$ cat config.mk
export PLATFORM = sky130hd
export DESIGN_NAME = io_input_debounce
export DESIGN_NICKNAME = d
export VERILOG_FILES = /design/src/rtl/io_input_debounce.sv
export SDC_FILE = /design/constraint.sdc
export NUM_CORES = 1
export LEC_CHECK = 0
export CAP_MARGIN = 40
export CORE_MARGIN = 5
export CORE_UTILIZATION = 44
export CTS_CLUSTER_SIZE = 25
export DETAILED_ROUTE_END_ITERATION = 12
export RECOVER_POWER = 100
export SKIP_LAST_GASP = 1
export SLEW_MARGIN = 20
export SYNTH_ARGS = -nofsm -noshare
export SYNTH_HDL_FRONTEND = slang
export SYNTH_SLANG_ARGS = --single-unit
$ cat constraint.sdc
create_clock -name clk -period 16.9 [get_ports clk]
set_input_delay 3.38 -clock clk [delete_from_list [all_inputs] [get_ports clk]]
set_output_delay 3.38 -clock clk [all_outputs]
set_load 0.005 [all_outputs]
$ cat src/rtl/io_input_debounce.sv
// io_input_debounce
//   Two banks of slide switches, each bit synchronised, then qualified by a
//   shared sample prescaler and a per-bit stability counter. A new level is
//   accepted only after STABLE_N consecutive sample ticks that all see it.
//   A sticky event flag per bank records that any accepted bit changed.
//
// Ports
//   clk            single clock, rising edge
//   reset          asynchronous, active-high; clears all state
//   raw_in0/1[9:0] unsynchronised switch banks
//   ev_ack         clears both event flags (a same-cycle update wins)
//   in_port0/1     debounced, registered banks
//   ev0/ev1        sticky change flags per bank
//   tick           one-cycle sample strobe

// Per-bit synchroniser plus stability qualifier.
module io_debounce_bit #(
  parameter int STABLE_N = 4
) (
  input  logic clk,
  input  logic reset,
  input  logic raw_i,
  input  logic tick_i,
  output logic out_o,
  output logic upd_o   // this bit's output changes at the next edge
);
  localparam logic [3:0] CNT_MAX = 4'(STABLE_N - 1);

  logic       s1_q, s1_d;
  logic       s2_q, s2_d;
  logic [3:0] cnt_q, cnt_d;
  logic       out_q, out_d;

  always_comb begin
    s1_d  = raw_i;
    s2_d  = s1_q;
    cnt_d = cnt_q;
    out_d = out_q;
    upd_o = 1'b0;
    // Any cycle where the synced level agrees with the output restarts
    // qualification, so a glitch between ticks throws away the count.
    if (s2_q == out_q) begin
      cnt_d = '0;
    end else if (tick_i) begin
      if (cnt_q == CNT_MAX) begin
        out_d = s2_q;
        cnt_d = '0;
        upd_o = 1'b1;
      end else begin
        cnt_d = cnt_q + 4'd1;
      end
    end
  end

  always_ff @(posedge clk or posedge reset) begin
    if (reset) begin
      s1_q  <= 1'b0;
      s2_q  <= 1'b0;
      cnt_q <= '0;
      out_q <= 1'b0;
    end else begin
      s1_q  <= s1_d;
      s2_q  <= s2_d;
      cnt_q <= cnt_d;
      out_q <= out_d;
    end
  end

  assign out_o = out_q;
endmodule

module io_input_debounce #(
  parameter int SAMPLE_DIV = 50000,
  parameter int STABLE_N   = 4
) (
  input  logic       clk,
  input  logic       reset,
  input  logic [9:0] raw_in0,
  input  logic [9:0] raw_in1,
  input  logic       ev_ack,
  output logic [9:0] in_port0,
  output logic [9:0] in_port1,
  output logic       ev0,
  output logic       ev1,
  output logic       tick
);
  localparam int          NUM_LANES = 2;
  localparam int          VEC_W     = 10;
  localparam logic [15:0] DIV_MAX   = 16'(SAMPLE_DIV - 1);

  // Sample prescaler. tick decodes the registered count, so it carries no
  // path from any input.
  logic [15:0] div_q, div_d;

  always_comb begin
    div_d = (div_q == DIV_MAX) ? '0 : div_q + 16'd1;
  end

  always_ff @(posedge clk or posedge reset) begin
    if (reset) div_q <= '0;
    else       div_q <= div_d;
  end

  assign tick = (div_q == DIV_MAX);

  // Bit lanes: lane 0 = bank 0, lane 1 = bank 1.
  logic [NUM_LANES-1:0][VEC_W-1:0] raw;
  logic [NUM_LANES-1:0][VEC_W-1:0] deb;
  logic [NUM_LANES-1:0][VEC_W-1:0] upd;

  assign raw = {raw_in1, raw_in0};

  io_debounce_bit #(.STABLE_N(STABLE_N)) u_bit [NUM_LANES*VEC_W-1:0] (
    .clk    (clk),
    .reset  (reset),
    .raw_i  (raw),
    .tick_i (tick),
    .out_o  (deb),
    .upd_o  (upd)
  );

  // Event flags: set on the same edge the bank updates; ack clears, but a
  // simultaneous update takes priority.
  logic [NUM_LANES-1:0] ev_q, ev_d;

  always_comb begin
    ev_d = '0;
    for (int l = 0; l < NUM_LANES; l++) begin
      ev_d[l] = (|upd[l]) | (ev_q[l] & ~ev_ack);
    end
  end

  always_ff @(posedge clk or posedge reset) begin
    if (reset) ev_q <= '0;
    else       ev_q <= ev_d;
  end

  assign in_port0 = deb[0];
  assign in_port1 = deb[1];
  assign ev0      = ev_q[0];
  assign ev1      = ev_q[1];
endmodule

* Word level (Yosys, flattened, before mapping)
Index checks and enable logic that the tools add are counted.
** Word-level totals
- Flip-flop bits (word level) :: 158
- Output and inout port bits :: 23
- Logic and storage cells :: 332
** Operators by class
- Add/subtract/negate cells :: 21
- Equal/unequal tests :: 41
- Multiplexer cells :: 121
- Bitwise logic cells :: 25
- Reduce and logical (&&, ||, !) cells :: 42
** Operators with widths (number)
- $mux 4 :: 60
- $add 4x1->4 const B :: 20
- $eq 4x2->1 const B :: 20
- $mux 1 :: 60
- $reduce_and 3->1 :: 20
- $reduce_bool 2->1 :: 20
- $not 1->1 :: 21
- $eq 1x1->1 :: 20
- $reduce_or 10->1 :: 2
- $add 16x1->16 const B :: 1
- $eq 16x16->1 const B :: 1
- $mux 16 :: 1
- $and 1x1->1 :: 2
- $or 1x1->1 :: 2

* Depth between registers and ports, before layout
- Word-level depth :: 6
- Mapped depth :: 9

* By module
Synthesis repeated with hierarchy kept, for this count alone.
** Second synthesis, totals
- Cells, all modules :: 620
- Area, all modules :: 7089.3 um^2
** By module, submodules not included
- io_debounce_bit :: instances 20, cells each 27, area an instance 311.5 um^2
- io_input_debounce :: instances 1, cells each 80, area an instance 858.3 um^2

* Least setup slack after synthesis
No wires, ideal clock.
- Kind :: reg2out
- Start :: register div_q[4]
- End :: output port tick
- Data arrival time :: 1.959 ns
- Setup slack :: 11.561 ns
- Cell stages (with the launch flop) :: 7
- Cell sequence :: dfrtp_1 or4bb_1 or4_4 buf_6 inv_2 buf_4 buf_2
** Between the ends
- Word-level cells in the longest chain between the ends :: 1
** RTL lines
- from (decl) :: RTL line 93 : logic [15:0] div_q, div_d;
- from (signal assigned) :: RTL line 101 : else div_q <= div_d;
- $eq 16x16->1 :: RTL line 104 : assign tick = (div_q == DIV_MAX);
- to (decl) :: RTL line 85 : output logic tick
Every way passes these cells.

==> out/qor.yml <==
clock_network:
  cts_buffers: 17
  worstSkewPairLatency_ns: 0.42
  tritoncts: "built"
  post-cts-setup-buffers: 0
  cts_buffer_depth: 2
  cts_sinks: 158
  root_buffer: "clkbuf_16"
  h-tree-depth: 4
  ctsResizeCount: 0
  hold_buffers: 0
  clk_pin_slew_ns: 0.06
sta:
  fin_setup_tns_ns: 0
  slew_headroom_pct: -127
  finalCritPeriodShare_pct: 54.5
  rsz0062_at_grt: "no"
  period_needed_ns: 9.22
  setup_ws_ns: 7.68
  worstMarginPinSlew_ns: 3.40
  drv_slew: 343
  hold_viol_final: 0
  max_freq_mhz: 109
  holdWs_ns: 0.348
  finClkSkew_ns: 0.00872
  setup_violations: 0
place:
  place_area_sq_um: 7600
  port_buffers: 45
  dp.cells: 903
  gp_congestion: 0.734
  dp_hpwl_mm: 8.65
  dpl_worst_slack_ns: 11.48
floorplanning:
  die_x_microns: 137
  initial_core_util_pct: 44.6
  top_level_ports: 46
  die_y_microns: 137
  dieArea_sq_um: 18700
  coreArea_sq_um: 15800
  rows: 46
setup_path:
  cp_slowest_cell: "clkbuf_1"
  critPathKind: "in -> async"
  regToRegStartpoint: "div_q[0]$_DFF_PP0_"
  crit_fanout: 79
  r2r_cells: 7
  worstPathCellList: "dlygate4sd3_1 > clkinvlp_2 > clkbuf_1 > clkbuf_1"
  critical_path_required_ns: 16.82
  r2r-end: "u_bit[19].cnt_q[2]$_DFFE_PP0P_"
  worstSetupEndpointType: "asynchronous set/reset pin"
  crit_top_cell: "clkbuf_1"
  slowest_delay_ns: 2.05
  cp.arrival_ns: 9.13
  cp-start-kind: "input port"
  r2r_slack_ns: 11.56
finish:
  syn2layout_area_growth_pct: 14.7
  mostFrequentLayoutCell: "dfrtp_1"
  final_cell_area_sq_um: 8100
  fin_nets: 750
  antenna_cells: 0
  fin_cells: 934
  layout_common_cells: "158 x dfrtp_1, 85 x nand2_1, 81 x a21oi_1"
  drive_gt1_share_pct: 6.82
  fillCellCount: 1431
pwr:
  peakVddDrop_uv: 70.5
  p_leak_nw: 3.44
  power-per-cell-area_nw_per_um2: 94.7
synth:
  synth_top_area_share_pct: 56.0
  synth.ff_latch_count: 158
  syn_nets: 724
  synth_cells: 680
  yosysTopAreaCell: "dfrtp_1"
  avgSynthCellArea_sq_um: 10.4
  synth.area.top_cells: "dfrtp_1 56%, a21oi_1 5.7%, nand2_1 4.5%, ha_1 3.7%, o21ai_0 3.7%"
  yosys_warnings: 0
  syn-cell-area_sq_um: 7060
  ys_seq_area_share_pct: 56.0
  yosys.cell_types.count: 36
routing:
  wire_per_inst_microns: 14.2
  drc: 0
  drt-total-wl_mm: 13.2
  antenna_left: 0
  dr.pass1.iters: 4
  via_count: 4984
  drt_first_iter_violations: 298
  routed_via_density: 5.34
min_path:
  hp-start: "u_bit[13].s1_q$_DFF_PP0_"
  hold_end: "u_bit[13].s2_q$_DFF_PP0_"
  min_path_type: "reg -> reg"
  hold_depth: 0
status:
  run_status: "complete, but fails checks"
  violations: "max-capacitance violations, max-slew violations"
grt:
  antenna_found_initial: 0
  grt_pass1_wl_mm: 23.2
  grt_overflow: 0
  grtUsageTotal_pct: 15.5
  grt_pass1_vias: 4979
  grt_max_degree: 93
run:
  max-cap-violations: 6
-- power by group --
group | total (W) | internal [W] | switching (W)
logic | 0.0000165 | 0.00000518 | 0.0000114
clock network | 0.000365 | 0.000211 | 0.000154
registers | 0.000386 | 0.000383 | 0.00000241
total | 0.000767 | 0.000599 | 0.000168
-- metal layers --
metal,up-vias,GRT usage (%),wire length [microns]
li1,2421,-,-
met1,2503,18.6,6030
met4,0,5.49,165
met3,11,3.97,342
met2,49,26.9,6690
met5,-,0,0
-- cell usage after synthesis, drive strengths merged --
cell type    n
nor3b        8
xor2         9
o221ai       2
or3b        12
or3         41
nor4         1
nand4        5
nand4b      21
nand2       85
nor2b        8
dfrtp      158
o22ai        6
o31ai        1
buf         28
or4          3
and2         1
and4         1
ha          21
clkbuf      15
o41ai        2
inv         25
o21ai       52
xnor2       24
mux2         8
and3         1
nor3        14
nor2        11
a21oi       81
nand3       35
or4bb        1
-- critical path, delay by kind of cell --
family / cells / cell delay [ns]
buf+inv: 4 / 5.68
-- layout make-up --
class	instances	area [sq um]	area share, %
Sequential cell	158	3950	48.8
Multi-Input combinational cell	454	2740	33.9
Timing Repair Buffer	50	469	5.80
Clock buffer	19	453	5.59
Tap cell	216	270	3.34
Clock inverter	12	114	1.41
Inverter	25	95.1	1.17
-- stage by stage --
stage,power (W),utilization (%)
5_1_grt,0.000798,51.2
3_3_place_gp,0.000410,47.6
4_1_cts,0.000783,51.6
6_report,0.000767,51.2
2_1_floorplan,0.000401,-
3_5_place_dp,0.000412,48.0
-- sequential cells by signal, summed over array words and instances (netlist names) --
name and count:
u_bit.out_o 20, u_bit.s2_q 20, u_bit.cnt_q 80, ev_q 2, u_bit.s1_q 20, div_q 16
-- logic make-up (layout without fill, tap and decap cells) --
| logic type | after synthesis | count (layout) | synth area share (%) |
|---|---|---|---|
| simple gates | 248 | 248 | 19.2 |
| fa+ha+maj | 21 | 21 | 3.72 |
| flops | 158 | 158 | 56.0 |
| compound gates | 144 | 144 | 10.6 |
| mux | 8 | 8 | 1.28 |
| buf+inv | 68 | 106 | 5.09 |
| xor+xnor | 33 | 33 | 4.10 |
-- how the worst max path moves through the flow --
stage	start	end	slack (ns)	cells after the start
2_1_floorplan	reset	div_q[0]$_DFF_PP0_	9.26	1
3_3_place_gp	reset	u_bit[14].s2_q$_DFF_PP0_	11.44	3
3_5_place_dp	div_q[4]$_DFF_PP0_	tick	11.48	4
4_1_cts	div_q[4]$_DFF_PP0_	tick	11.01	4
5_1_grt	reset	u_bit[4].cnt_q[2]$_DFFE_PP0P_	6.17	4
6_report	reset	u_bit[16].cnt_q[1]$_DFFE_PP0P_	7.68	4
(Power assumes the default switching activity.)
